==> config.mk <==
export PLATFORM = sky130hd
export DESIGN_NAME = imm_builder_flat
export DESIGN_NICKNAME = d
export VERILOG_FILES = /design/src/rtl/imm_builder_if.sv /design/src/rtl/imm_builder.sv /design/src/flat_wrapper.sv
export SDC_FILE = /design/constraint.sdc
export NUM_CORES = 1
export LEC_CHECK = 0
export CAP_MARGIN = 30
export CORE_ASPECT_RATIO = 0.8
export CORE_MARGIN = 3
export CORE_UTILIZATION = 52
export CTS_CLUSTER_SIZE = 8
export DETAILED_ROUTE_END_ITERATION = 10
export HOLD_SLACK_MARGIN = 0.05
export PLACE_DENSITY = 0.83
export RECOVER_POWER = 100
export SETUP_SLACK_MARGIN = 0.1
export SLEW_MARGIN = 10
export SYNTH_ARGS = -nofsm -noshare
export SYNTH_HDL_FRONTEND = slang
export SYNTH_SLANG_ARGS = --single-unit
==> constraint.sdc <==
create_clock -name clk -period 3.84 [get_ports clk]
set_input_delay 0.576 -clock clk [delete_from_list [all_inputs] [get_ports clk]]
set_output_delay 0.576 -clock clk [all_outputs]
set_load 0.03 [all_outputs]
==> src/rtl/imm_builder_if.sv <==
// rtl/imm_builder_if.sv - beat input and word output handshake bundle for imm_builder
interface imm_builder_if #(
    parameter int IN_WIDTH   = 4,
    parameter int DATA_WIDTH = 8
) ();
    localparam int NBW = $clog2(DATA_WIDTH + 1);

    logic                  in_valid;
    logic                  in_ready;
    logic [IN_WIDTH-1:0]   in_data;
    logic                  in_last;
    logic                  in_sign;
    logic                  out_valid;
    logic                  out_ready;
    logic [DATA_WIDTH-1:0] out_data;
    logic [NBW-1:0]        out_nbits;
    logic                  out_ovf;

    // Producer of beats and consumer of words
    modport master (
        output in_valid, in_data, in_last, in_sign, out_ready,
        input  in_ready, out_valid, out_data, out_nbits, out_ovf
    );

    // The immediate builder itself
    modport slave (
        input  in_valid, in_data, in_last, in_sign, out_ready,
        output in_ready, out_valid, out_data, out_nbits, out_ovf
    );
endinterface

==> src/rtl/imm_builder.sv <==
// rtl/imm_builder.sv - assembles MSB-first chunks into a sign/zero-extended immediate
module imm_builder #(
    parameter int IN_WIDTH   = 4,
    parameter int DATA_WIDTH = 8
) (
    input  logic         clk,
    input  logic         rst_n,
    imm_builder_if.slave bus
);
    localparam int MAX_BEATS_RAW = DATA_WIDTH / IN_WIDTH;
    localparam int MAX_BEATS     = (MAX_BEATS_RAW < 1) ? 1 : MAX_BEATS_RAW;
    localparam int CW            = $clog2(MAX_BEATS + 1);
    localparam int NBW           = $clog2(DATA_WIDTH + 1);
    localparam logic [CW-1:0] MAX_CNT = CW'(MAX_BEATS);

    typedef enum logic [1:0] {
        IDLE  = 2'd0,
        ACCUM = 2'd1,
        HOLD  = 2'd2
    } state_t;

    state_t                state_q, state_d;
    logic [DATA_WIDTH-1:0] acc_q, acc_d;
    logic [CW-1:0]         count_q, count_d;
    logic                  ovf_q, ovf_d;
    logic [DATA_WIDTH-1:0] out_data_q, out_data_d;
    logic [NBW-1:0]        out_nbits_q, out_nbits_d;
    logic                  out_ovf_q, out_ovf_d;

    logic                  accept;
    logic                  stored;
    logic [DATA_WIDTH-1:0] acc_eff;
    logic [CW-1:0]         cnt_eff;
    logic                  ovf_eff;
    logic [NBW-1:0]        nbits_eff;
    logic [DATA_WIDTH-1:0] mask;
    logic                  sign_bit;
    logic [DATA_WIDTH-1:0] ext_word;

    assign bus.in_ready  = (state_q != HOLD);
    assign bus.out_valid = (state_q == HOLD);
    assign bus.out_data  = out_data_q;
    assign bus.out_nbits = out_nbits_q;
    assign bus.out_ovf   = out_ovf_q;

    assign accept = bus.in_valid && bus.in_ready;

    // Effective accumulator/count after the current beat; beats beyond capacity are dropped and flagged
    always_comb begin
        stored    = (count_q < MAX_CNT);
        acc_eff   = acc_q;
        cnt_eff   = count_q;
        ovf_eff   = ovf_q;
        if (stored) begin
            acc_eff = (acc_q << IN_WIDTH) | DATA_WIDTH'(bus.in_data);
            cnt_eff = count_q + CW'(1);
        end else begin
            ovf_eff = 1'b1;
        end
        nbits_eff = NBW'(int'(cnt_eff) * IN_WIDTH);
    end

    // Right-aligned extension: bits above nbits become zero or copies of bit nbits-1
    always_comb begin
        mask     = '0;
        sign_bit = 1'b0;
        for (int i = 0; i < DATA_WIDTH; i++) begin
            mask[i] = (i < int'(nbits_eff));
            if (i == int'(nbits_eff) - 1) begin
                sign_bit = acc_eff[i];
            end
        end
        if (bus.in_sign && sign_bit) begin
            ext_word = (acc_eff & mask) | ~mask;
        end else begin
            ext_word = acc_eff & mask;
        end
    end

    // Next-state and datapath updates for the IDLE/ACCUM/HOLD sequencer
    always_comb begin
        state_d     = state_q;
        acc_d       = acc_q;
        count_d     = count_q;
        ovf_d       = ovf_q;
        out_data_d  = out_data_q;
        out_nbits_d = out_nbits_q;
        out_ovf_d   = out_ovf_q;
        case (state_q)
            IDLE, ACCUM: begin
                if (accept) begin
                    acc_d   = acc_eff;
                    count_d = cnt_eff;
                    ovf_d   = ovf_eff;
                    if (bus.in_last) begin
                        state_d     = HOLD;
                        out_data_d  = ext_word;
                        out_nbits_d = nbits_eff;
                        out_ovf_d   = ovf_eff;
                    end else begin
                        state_d = ACCUM;
                    end
                end
            end
            HOLD: begin
                if (bus.out_ready) begin
                    state_d = IDLE;
                    acc_d   = '0;
                    count_d = '0;
                    ovf_d   = 1'b0;
                end
            end
            default: begin
                state_d = IDLE;
            end
        endcase
    end

    // State and registered outputs; reset discards any partial or pending word
    always_ff @(posedge clk) begin
        if (!rst_n) begin
            state_q     <= IDLE;
            acc_q       <= '0;
            count_q     <= '0;
            ovf_q       <= 1'b0;
            out_data_q  <= '0;
            out_nbits_q <= '0;
            out_ovf_q   <= 1'b0;
        end else begin
            state_q     <= state_d;
            acc_q       <= acc_d;
            count_q     <= count_d;
            ovf_q       <= ovf_d;
            out_data_q  <= out_data_d;
            out_nbits_q <= out_nbits_d;
            out_ovf_q   <= out_ovf_d;
        end
    end
endmodule

==> src/flat_wrapper.sv <==
// flat-port wrapper written by rule: the top's interface ports become plain ports
module imm_builder_flat 
#(
    parameter int IN_WIDTH   = 4,
    parameter int DATA_WIDTH = 8
)
  (clk, rst_n, bus_in_valid, bus_in_data, bus_in_last, bus_in_sign, bus_out_ready, bus_in_ready, bus_out_valid, bus_out_data, bus_out_nbits, bus_out_ovf);
  imm_builder_if #(.IN_WIDTH(IN_WIDTH), .DATA_WIDTH(DATA_WIDTH)) bus_i ();
  input  logic clk;
  input  logic rst_n;
  input wire logic [$bits(bus_i.in_valid)-1:0] bus_in_valid;
  input wire logic [$bits(bus_i.in_data)-1:0] bus_in_data;
  input wire logic [$bits(bus_i.in_last)-1:0] bus_in_last;
  input wire logic [$bits(bus_i.in_sign)-1:0] bus_in_sign;
  input wire logic [$bits(bus_i.out_ready)-1:0] bus_out_ready;
  output wire logic [$bits(bus_i.in_ready)-1:0] bus_in_ready;
  output wire logic [$bits(bus_i.out_valid)-1:0] bus_out_valid;
  output wire logic [$bits(bus_i.out_data)-1:0] bus_out_data;
  output wire logic [$bits(bus_i.out_nbits)-1:0] bus_out_nbits;
  output wire logic [$bits(bus_i.out_ovf)-1:0] bus_out_ovf;
  assign bus_i.in_valid = bus_in_valid;
  assign bus_i.in_data = bus_in_data;
  assign bus_i.in_last = bus_in_last;
  assign bus_i.in_sign = bus_in_sign;
  assign bus_i.out_ready = bus_out_ready;
  assign bus_in_ready = bus_i.in_ready;
  assign bus_out_valid = bus_i.out_valid;
  assign bus_out_data = bus_i.out_data;
  assign bus_out_nbits = bus_i.out_nbits;
  assign bus_out_ovf = bus_i.out_ovf;
  imm_builder #(.IN_WIDTH(IN_WIDTH), .DATA_WIDTH(DATA_WIDTH)) u_core (.clk(clk), .rst_n(rst_n), .bus(bus_i));
endmodule
==> impl_metrics.toml <==
[synthesis]
synth_top_family_by_area = "compound AO/OA/AOI/OAI gates"
synth-edff-count = 0
synth_compound_area_share_pct = 23.2
synth_cell_types = 34
syn_area_per_cell_um2 = 9.52
netlist_area_um2 = 1130
synthMuxAreaShare_pct = 7.29
ys_seq_area_share_pct = 42.4
netlist_instances = 119
synth_warnings = 0
synth_seq_cells = 24
synth-async-reset-ratio_pct = 0
yosys.area_share.xor_xnor_pct = 0
synthFlopType = "dfxtp_1"
synth-simple-area-share_pct = 17.5
synth_fa_ha_area_share_pct = 2.21

[drt]
ant_nets = 0
drt_wl_total_um = 2390
vias = 927
avgRoutedWirePerCell_um = 14.8
drt_iter0_markers = 38
drc = 0
dr.pass1.iters = 4
vias_per_cell = 5.76

[sta]
slew_violations = 0
finalClockSkew_ns = 0.00213
worstMarginPinSlew_ns = 0.666
setup_violations = 0
rsz0062_at_grt = "false"
max_slew_margin_pct = 55.6
max_freq_mhz = 441
setup_tns_ns = 0
fin_crit_ns = 2.27
hold_viol_final = 0
fin_crit_sh_pct = 59.1

[min_path]
holdPathStages = 1
hold_start = "u_core.bus.out_data[3]$_SDFFE_PN0P_"
hold_class = "reg2reg"
worstHoldEndpoint = "u_core.bus.out_data[3]$_SDFFE_PN0P_"

[global_route]
grt_pass1_wl_um = 4110
grt_start_max_net_pins = 17
grt_antenna_before_repair = 0
overflow = 0
first_global_vias = 910
grt_usage_pct = 20.0

[cts]
clk_pin_slew_ns = 0.12
cts_resized = 0
cts.sinks = 24
insertion_delay_ns = 0.31
cts_tree = "done"
htree_num_levels = 1
root_buffer = "clkbuf_4"
cts_setup_buffers = 0
postCtsHoldBufs = 0
numCtsBuffers = 3
clockBufferDepth = 2

[setup_path]
reg2reg_from = "u_core.count_q[1]$_SDFFE_PN0P_"
r2r_end = "u_core.bus.out_data[3]$_SDFFE_PN0P_"
crit_path_max_fanout = 16
worst-r2r-cell-count = 6
ff2ff_setup_slack_ns = 1.57
crit_required_ns = 4.06
startpoint_type = "flop"
cp.arrival_ns = 2.49
cp-end-kind = "flop"
critical_path_class = "reg2reg"

[floorplanning]
chipHeight_um = 47.7
ios = 25
die_w_um = 58.2
core.rowCount = 14
start_util_pct = 57.7
die_area_um2 = 2780
core_area_um2 = 1960

[cells_and_area]
syn_to_final_growth_pct = 17.7
nets = 151
n_antenna_cell = 0
finalInstanceArea_um2 = 1330
drive_above_1_share_pct = 8.03

[power_and_ir_drop]
peakVddDrop_uv = 326
power_uw = 494
p_leak_uw = 0.000532
power_density_nw_per_um2 = 371

[flow_run]
drv_cap = 0

[status]
outcome = "complete, no violations"

[placed_design]
dpl.hpwl_um = 1820
portBuffers = 22
gp_routability_congestion = 0.833
placed_area_um2 = 1330
==> power by group <==
group	leakage, µW	total, µW	switching, µW	internal [µW]
clock network	0.0000138	108	70.9	36.8
registers	0.000196	276	12.4	264
logic	0.000323	110	65.7	44.2
==> per-layer routing <==
layer | up-vias | share of wire (%) | track usage [%] | wire length (µm)
met5 | - | 0 | 0 | 0
met1 | 427 | 47 | 25.4 | 1130
met2 | 33 | 45 | 34.0 | 1080
li1 | 460 | - | - | -
met3 | 7 | 6.0 | 5.66 | 144
met4 | 0 | 1.4 | 6.02 | 34
==> cells in the final DEF (no fill, tap or decap), types with 2 or more instances in the layout <==
cell type,synthesis,layout
clkdlybuf4s50_1,0,7
nor2_1,15,15
a21oi_1,4,6
nand2b_1,3,3
inv_1,5,5
clkbuf_4,0,3
a22oi_1,5,5
o21ai_0,4,4
nor3_1,2,2
a31o_1,4,4
a211oi_1,5,5
conb_1,1,2
mux2i_1,3,3
dlygate4sd3_1,0,15
mux2_2,2,2
nand2_1,8,8
dfxtp_1,24,24
ha_1,2,2
nand3_1,6,6
mux2_4,2,2
a221o_1,4,4
==> kinds of logic after synthesis <==
family / Yosys count
buffers and inverters: 13
other: 1
adders and majority gates: 2
DFF: 24
AOI/OAI and AO/OA: 32
muxes: 7
and+or+nand+nor: 40
==> cells in the mapped netlist (2+ instances only) <==
cell type | n | area (µm²)
dfxtp_1 | 24 | 480
nor2_1 | 15 | 56.3
nand2_1 | 8 | 30.0
nand3_1 | 6 | 30.0
a211oi_1 | 5 | 37.5
a22oi_1 | 5 | 37.5
inv_1 | 5 | 18.8
a21oi_1 | 4 | 20.0
a221o_1 | 4 | 40.0
a31o_1 | 4 | 35.0
o21ai_0 | 4 | 20.0
buf_6 | 3 | 33.8
mux2i_1 | 3 | 30.0
nand2b_1 | 3 | 18.8
buf_4 | 2 | 15.0
clkbuf_1 | 2 | 7.51
ha_1 | 2 | 25.0
mux2_2 | 2 | 22.5
mux2_4 | 2 | 30.0
nor3_1 | 2 | 10.0
==> worst max-delay path: stages (launching register included) <==
cell and delay, ns:
dfxtp_1 0.77, inv_1 0.18, ha_1 0.42, nand2_1 0.16, a21oi_1 0.34, a311oi_1 0.11
a31o_1 0.20
==> final cells by class <==
type                    instances  area (µm²)
clock buffers                   3        22.5
fillers                       163         629
flip-flops and latches         24         480
multi-input cells              83         561
inverters                       5        18.8
repair buffers                 22         220
well taps                      24        30.0
==> flip-flops by register name, indices dropped and copies added, names as in the netlist <==
register / cells
u_core.bus.out_nbits: 2
u_core.ovf_q: 1
u_core.bus.out_ovf: 1
u_core.state_q: 2
u_core.acc_q: 8
u_core.count_q: 2
u_core.bus.out_data: 8
==> worst max-delay path by stage <==
stage               depth (start not counted)                                  end  slack [ns]                      startpoint
floorplan                                   2                        bus_out_valid        2.33  u_core.state_q[0]$_SDFFE_PN0P_
global placement                            5         u_core.acc_q[0]$_SDFFE_PN0P_        1.49                    bus_in_valid
detailed placement                          5         u_core.acc_q[1]$_SDFFE_PN0P_        1.45                    bus_in_valid
CTS                                         3                        bus_out_valid        1.59  u_core.state_q[1]$_SDFFE_PN0P_
global route                                6  u_core.bus.out_data[1]$_SDFFE_PN0P_        1.41  u_core.count_q[1]$_SDFFE_PN0P_
finish                                      6  u_core.bus.out_data[3]$_SDFFE_PN0P_        1.57  u_core.count_q[1]$_SDFFE_PN0P_
==> metrics by stage <==
stage,std cells,setup WS (ns),hold WS (ns),util [%]
after global placement,158,1.49,0.470,67.5
after detailed placement,158,1.45,0.470,67.5
after floorplan,120,2.33,0.446,-
after CTS,161,1.59,0.500,68.7
final,161,1.57,0.491,67.9
after global routing,161,1.41,0.527,67.9
No activity file was read; power rests on OpenSTA's default activity.
